--- config.mk ---
export PLATFORM = sky130hd
export DESIGN_NAME = l2t_sii_iq_rcv
export DESIGN_NICKNAME = d
export VERILOG_FILES = /design/src/rtl/sii_l2t_pkg.sv /design/src/rtl/l2t_sii_iq_fifo.sv /design/src/rtl/l2t_sii_iq_rcv.sv
export SDC_FILE = /design/constraint.sdc
export NUM_CORES = 2
export LEC_CHECK = 0
export CORE_MARGIN = 8
export CORE_UTILIZATION = 34
export CTS_BUF_LIST = sky130_fd_sc_hd__clkbuf_4 sky130_fd_sc_hd__clkbuf_8
export CTS_CLUSTER_DIAMETER = 40
export DETAILED_ROUTE_END_ITERATION = 16
export GPL_TIMING_DRIVEN = 0
export SLEW_MARGIN = 20
export SYNTH_ARGS = -nofsm -noshare
export SYNTH_HDL_FRONTEND = slang
export SYNTH_SLANG_ARGS = --single-unit
--- constraint.sdc ---
create_clock -name iol2clk -period 14.5 [get_ports iol2clk]
set_input_delay 4.35 -clock iol2clk [delete_from_list [all_inputs] [get_ports iol2clk]]
set_output_delay 4.35 -clock iol2clk [all_outputs]
set_load 0.01 [all_outputs]
--- src/rtl/sii_l2t_pkg.sv ---
// Shared definitions for the SII-to-L2T input-queue receiver: capture FSM
// states, header field positions and default queue geometry.
package sii_l2t_pkg;

    localparam int IQ_DEPTH_DEFAULT   = 4;
    localparam int DATA_WORDS_DEFAULT = 16;
    localparam int WORD_W             = 32;
    localparam int HDR_W              = 64;
    localparam int HDR_WR_BIT         = 63;

    typedef enum logic [1:0] {
        ST_IDLE,
        ST_HDR_HI,
        ST_HDR_LO,
        ST_DATA
    } cap_state_e;

endpackage

--- src/rtl/l2t_sii_iq_fifo.sv ---
// Input-queue storage: circular buffer with head/tail pointers and an
// occupancy count that tells full from empty when the pointers coincide.
module l2t_sii_iq_fifo #(
    parameter int DEPTH = 4,
    parameter int WIDTH = 64
) (
    input  logic                       clk,
    input  logic                       rst_n,
    input  logic                       wr_en,
    input  logic [WIDTH-1:0]           wr_data,
    input  logic                       rd_en,
    output logic [WIDTH-1:0]           rd_data,
    output logic [$clog2(DEPTH):0]     cnt,
    output logic                       full
);

    localparam int PW = $clog2(DEPTH);
    localparam int CW = PW + 1;

    logic [WIDTH-1:0] mem [DEPTH];
    logic [PW-1:0]    wr_ptr;
    logic [PW-1:0]    rd_ptr;
    logic             do_rd;
    logic             do_wr;

    assign full    = (cnt == CW'(DEPTH));
    assign do_rd   = rd_en && (cnt != '0);
    assign do_wr   = wr_en && (!full || do_rd);
    assign rd_data = mem[rd_ptr];

    // Entry storage is deliberately left without reset; the head is masked upstream when empty.
    always_ff @(posedge clk) begin
        if (do_wr) begin
            mem[wr_ptr] <= wr_data;
        end
    end

    // Pointers wrap naturally at the power-of-two depth; count tracks occupancy.
    always_ff @(posedge clk or negedge rst_n) begin
        if (!rst_n) begin
            wr_ptr <= '0;
            rd_ptr <= '0;
            cnt    <= '0;
        end else begin
            if (do_wr) begin
                wr_ptr <= wr_ptr + 1'b1;
            end
            if (do_rd) begin
                rd_ptr <= rd_ptr + 1'b1;
            end
            case ({do_wr, do_rd})
                2'b10:   cnt <= cnt + 1'b1;
                2'b01:   cnt <= cnt - 1'b1;
                default: cnt <= cnt;
            endcase
        end
    end

endmodule

--- src/rtl/l2t_sii_iq_rcv.sv ---
// SII-to-L2T request receiver: captures header/data beats from the SII bus,
// queues complete requests and returns one credit per entry popped by L2T.
module l2t_sii_iq_rcv
    import sii_l2t_pkg::*;
#(
    parameter int IQ_DEPTH   = IQ_DEPTH_DEFAULT,
    parameter int DATA_WORDS = DATA_WORDS_DEFAULT
) (
    input  logic                         iol2clk,
    input  logic                         rst_l,
    input  logic                         sii_l2t_req_vld,
    input  logic [31:0]                  sii_l2t_req,
    output logic                         l2t_sii_iq_dequeue,
    output logic                         iq_vld,
    output logic [63:0]                  iq_hdr,
    output logic [32*DATA_WORDS-1:0]     iq_data,
    input  logic                         iq_rd,
    output logic [$clog2(IQ_DEPTH):0]    iq_cnt,
    output logic                         iq_err
);

    localparam int DW  = WORD_W * DATA_WORDS;
    localparam int EW  = HDR_W + DW;
    localparam int WCW = (DATA_WORDS > 1) ? $clog2(DATA_WORDS) : 1;
    localparam logic [WCW-1:0] LAST_WORD = WCW'(DATA_WORDS - 1);

    cap_state_e       state;
    cap_state_e       next_state;
    logic [HDR_W-1:0] cap_hdr;
    logic [DW-1:0]    cap_data;
    logic [WCW-1:0]   word_cnt;
    logic             commit_q;
    logic             restart;
    logic             proto_err;
    logic             cap_hi;
    logic             cap_lo;
    logic             cap_word;
    logic             commit_set;
    logic             pop;
    logic             full;
    logic             overflow;
    logic [EW-1:0]    head_entry;

    // Capture FSM state register.
    always_ff @(posedge iol2clk or negedge rst_l) begin
        if (!rst_l) begin
            state <= ST_IDLE;
        end else begin
            state <= next_state;
        end
    end

    // Next-state and beat-capture strobes; a new request start always wins and abandons any partial capture.
    always_comb begin
        next_state = state;
        restart    = 1'b0;
        proto_err  = 1'b0;
        cap_hi     = 1'b0;
        cap_lo     = 1'b0;
        cap_word   = 1'b0;
        commit_set = 1'b0;
        if (sii_l2t_req_vld) begin
            next_state = ST_HDR_HI;
            restart    = 1'b1;
            proto_err  = (state != ST_IDLE);
        end else begin
            case (state)
                ST_IDLE: begin
                    next_state = ST_IDLE;
                end
                ST_HDR_HI: begin
                    cap_hi     = 1'b1;
                    next_state = ST_HDR_LO;
                end
                ST_HDR_LO: begin
                    cap_lo = 1'b1;
                    if (cap_hdr[HDR_WR_BIT]) begin
                        next_state = ST_DATA;
                    end else begin
                        next_state = ST_IDLE;
                        commit_set = 1'b1;
                    end
                end
                ST_DATA: begin
                    cap_word = 1'b1;
                    if (word_cnt == LAST_WORD) begin
                        next_state = ST_IDLE;
                        commit_set = 1'b1;
                    end
                end
                default: begin
                    next_state = ST_IDLE;
                end
            endcase
        end
    end

    // Staging registers for the request being assembled; data is cleared at each start so reads carry zero data.
    always_ff @(posedge iol2clk or negedge rst_l) begin
        if (!rst_l) begin
            cap_hdr  <= '0;
            cap_data <= '0;
            word_cnt <= '0;
            commit_q <= 1'b0;
        end else begin
            commit_q <= commit_set;
            if (restart) begin
                cap_data <= '0;
                word_cnt <= '0;
            end
            if (cap_hi) begin
                cap_hdr[63:32] <= sii_l2t_req;
            end
            if (cap_lo) begin
                cap_hdr[31:0] <= sii_l2t_req;
            end
            if (cap_word) begin
                cap_data[word_cnt*WORD_W +: WORD_W] <= sii_l2t_req;
                word_cnt <= word_cnt + 1'b1;
            end
        end
    end

    assign pop      = iq_rd && iq_vld;
    assign overflow = commit_q && full && !pop;

    l2t_sii_iq_fifo #(
        .DEPTH (IQ_DEPTH),
        .WIDTH (EW)
    ) u_fifo (
        .clk     (iol2clk),
        .rst_n   (rst_l),
        .wr_en   (commit_q),
        .wr_data ({cap_hdr, cap_data}),
        .rd_en   (pop),
        .rd_data (head_entry),
        .cnt     (iq_cnt),
        .full    (full)
    );

    assign iq_vld  = (iq_cnt != '0);
    assign iq_hdr  = iq_vld ? head_entry[EW-1:DW] : '0;
    assign iq_data = iq_vld ? head_entry[DW-1:0]  : '0;

    // Credit return one cycle after each pop, plus the sticky error flag.
    always_ff @(posedge iol2clk or negedge rst_l) begin
        if (!rst_l) begin
            l2t_sii_iq_dequeue <= 1'b0;
            iq_err             <= 1'b0;
        end else begin
            l2t_sii_iq_dequeue <= pop;
            iq_err             <= iq_err || proto_err || overflow || (iq_rd && !iq_vld);
        end
    end

endmodule

==> flow_summary.json <==
{
  "hold_viol": 0,
  "period_needed_ps": 9150,
  "cts.sinks": 2896,
  "cp.required_ps": 10150,
  "final.period_utilization": 0.631,
  "setup_ws_ps": 5350,
  "cts_tree": "built",
  "setup_viol": 0,
  "hold_class": "reg2reg",
  "synth_fp_nets": 6009,
  "first_global_vias": 62000,
  "ys_seq_area_frac": 0.755,
  "die_h_um": 588,
  "drive_above_1_share": 0.229,
  "yosysMostFrequentCell": "edfxtp_1",
  "synth_common_cells": "edfxtp_1, dfrtp_1, and2_1",
  "crit_fanout": 10,
  "synth-seq-cells": 2896,
  "clk_latency_ps": 1110,
  "vdd_drop_max_mv": 0.131,
  "power.density_nw_per_um2": 180,
  "synth_area_leader_cell": "edfxtp_1",
  "cts-buffers-inserted": 472,
  "grt_overflow": 0,
  "startpoint_type": "flip-flop",
  "cts.reportedPaths.clkPinSlew_ps": 70,
  "root_buffer": "clkbuf_8",
  "grt_pass1_wl_um": 480000,
  "finish.utilization": 0.417,
  "pin_count": 618,
  "arrival_ps": 4800,
  "routedWlPerCell_um": 29.0,
  "dp_hpwl_um": 240000,
  "finalMaxSlewViolations": 0,
  "core_um2": 327000,
  "synth_cell_types": 47,
  "initial_core_util": 0.341,
  "synth_edf_count": 2304,
  "max-cap-violations": 0,
  "vias": 61000,
  "postCtsSetupBuffers": 0,
  "dp_slack_ps": 6300,
  "drtIter0Drc": 6383,
  "fin_worst_skew_ps": 87.2,
  "instances_no_fill": 11900,
  "post-route-drc-count": 0,
  "synth_flop_cell": "edfxtp_1",
  "finalSetupTns_ps": 0,
  "dp.cells": 11000,
  "worst_pin_slew_ps": 1170,
  "grt_usage": 0.194,
  "grt_max_degree": 83,
  "fp-row-count": 210,
  "ys_warn_count": 0,
  "clock_path_buffers": 4,
  "drtAntennaViolNets": 0,
  "die-area_um2": 346000,
  "avgSynthCellArea_um2": 18.7,
  "die_w_um": 588,
  "ys_top_cells_by_area": "edfxtp_1, dfrtp_1, mux4_2, and2_1, nand3b_1",
  "crit_type": "reg2out",
  "synth.cell_area_um2": 111000,
  "fmax_mhz": 109,
  "final_nets": 7211,
  "cts_resized": 0,
  "syn-instance-count": 5958,
  "port_buffers": 616,
  "htree_levels": 5,
  "rsz0062_at_grt": "no",
  "syn_to_final_growth_pct": 22.5,
  "synth_top_area_frac": 0.622,
  "power_mw": 24.5,
  "antenna_found_initial": 63,
  "hold_buffers": 0,
  "leakage_nw": 48.4,
  "gp_congestion": 0.746,
  "first_pass_iters": 5,
  "via_per_inst": 5.11,
  "synth-async-reset-ratio": 0.204,
  "routed_wirelength_um": 347000,
  "status": "finished clean",
  "crit_path_end_kind": "output port",
  "slew_headroom": 0.219
}
## power breakdown
group	internal (mW)	total, mW	switching (mW)
Combinational	3.62	7.61	3.98
Sequential	9.09	9.19	0.0960
Clock	4.34	7.69	3.35
Total	17.0	24.5	7.43
## worst paths after layout
kind / startpoint / to / slack (ps) / depth (start not counted)
worst max-delay path: u_fifo.rd_ptr[1]$_DFFE_PN0N_ / iq_data[478] / 5350 / 6
worst min-delay path: cap_data[361]$_DFF_PN0_ / u_fifo.mem[2][361]$_DFFE_PP_ / 480 / 0
worst max register to register: word_cnt[0]$_DFFE_PN0P_ / cap_data[122]$_DFF_PN0_ / 10510 / 8
worst min register to register: cap_data[361]$_DFF_PN0_ / u_fifo.mem[2][361]$_DFFE_PP_ / 480 / 0
max in group asynchronous: rst_l / cap_data[324]$_DFF_PN0_ / 9200 / 5
min in group asynchronous: rst_l / cap_data[203]$_DFF_PN0_ / 3110 / 1
## logic make-up (layout without fill, tap and decap cells)
logic type      count (synthesis)  count (layout)  share of synthesized area
other cells                     0              23                          0
fa+ha+maj                      15              15                    0.00175
xor+xnor                       11              11                    0.00103
simple gates                 1443            1443                     0.0738
compound gates                407             407                     0.0191
buf+inv                       417            2037                     0.0150
mux                           769             769                      0.135
flops                        2896            2896                      0.755
## per-stage QoR
step                      hold slack [ps]  cell area (um^2)
after detailed placement              470            126000
after global placement                467            123000
after CTS                             469            136000
final                                 478            136000
after global routing                  484            136000
after floorplan                       471            111000
## registers in the layout, indices dropped and copies added (netlist names)
register and cells:
state 2, iq_err 1, u_fifo.wr_ptr 2, l2t_sii_iq_dequeue 1
u_fifo.cnt 3, word_cnt 4, cap_hdr 64, cap_data 512
u_fifo.rd_ptr 2, u_fifo.mem 2304, commit_q 1
## final cells by class
cell class,instances,area (um^2)
Timing Repair Buffer,728,8870
Fill cell,29000,190000
Clock inverter,151,1470
Buffer,403,1740
Tap cell,4346,5440
Clock buffer,741,9060
Multi-Input combinational cell,2645,25700
Sequential cell,2896,84000
Antenna cell,23,57.6
Inverter,14,52.6
## cell usage in the layout (no fill, tap or decap), drive strengths merged, types with 2 or more instances in the layout
cell           netlist  routed
a21o                 3       3
a21oi              198     198
and2               584     584
buf                105     216
bufinv               0      18
clkbuf             298    1041
clkdlybuf4s50        0     615
clkinv               0     104
clkinvlp             0       9
dfrtp              592     592
diode                0      23
edfxtp            2304    2304
ha                  14      14
inv                 14      34
mux2                64      64
mux2i              129     129
mux4               576     576
nand2              383     383
nand2b             165     165
nand3               85      85
nand3b             193     193
nand4                5       5
nand4b               3       3
nor2                 9       9
nor2b                4       4
nor3                 3       3
nor4bb               2       2
o2111ai              2       2
o211a                3       3
o211ai               2       2
o21ai              179     179
o31ai               16      16
xnor2                6       6
xor2                 5       5
## metal layers
metal  global-route usage  share of wire  vias up
li1                     -              -    25500
met1                0.264           0.41    32300
met2                0.308           0.47     2753
met3               0.0501          0.091      472
met4               0.0614          0.030        6
met5                    0        0.00012        -
## worst max-delay path: stages, from the launching register on
cell	delay, ps
dfrtp_1	330
clkbuf_2	520
clkbuf_1	690
clkbuf_1	730
mux4_2	340
and2_1	440
clkdlybuf4s50_1	640
Note: power is estimated with default switching activity, not from simulation.
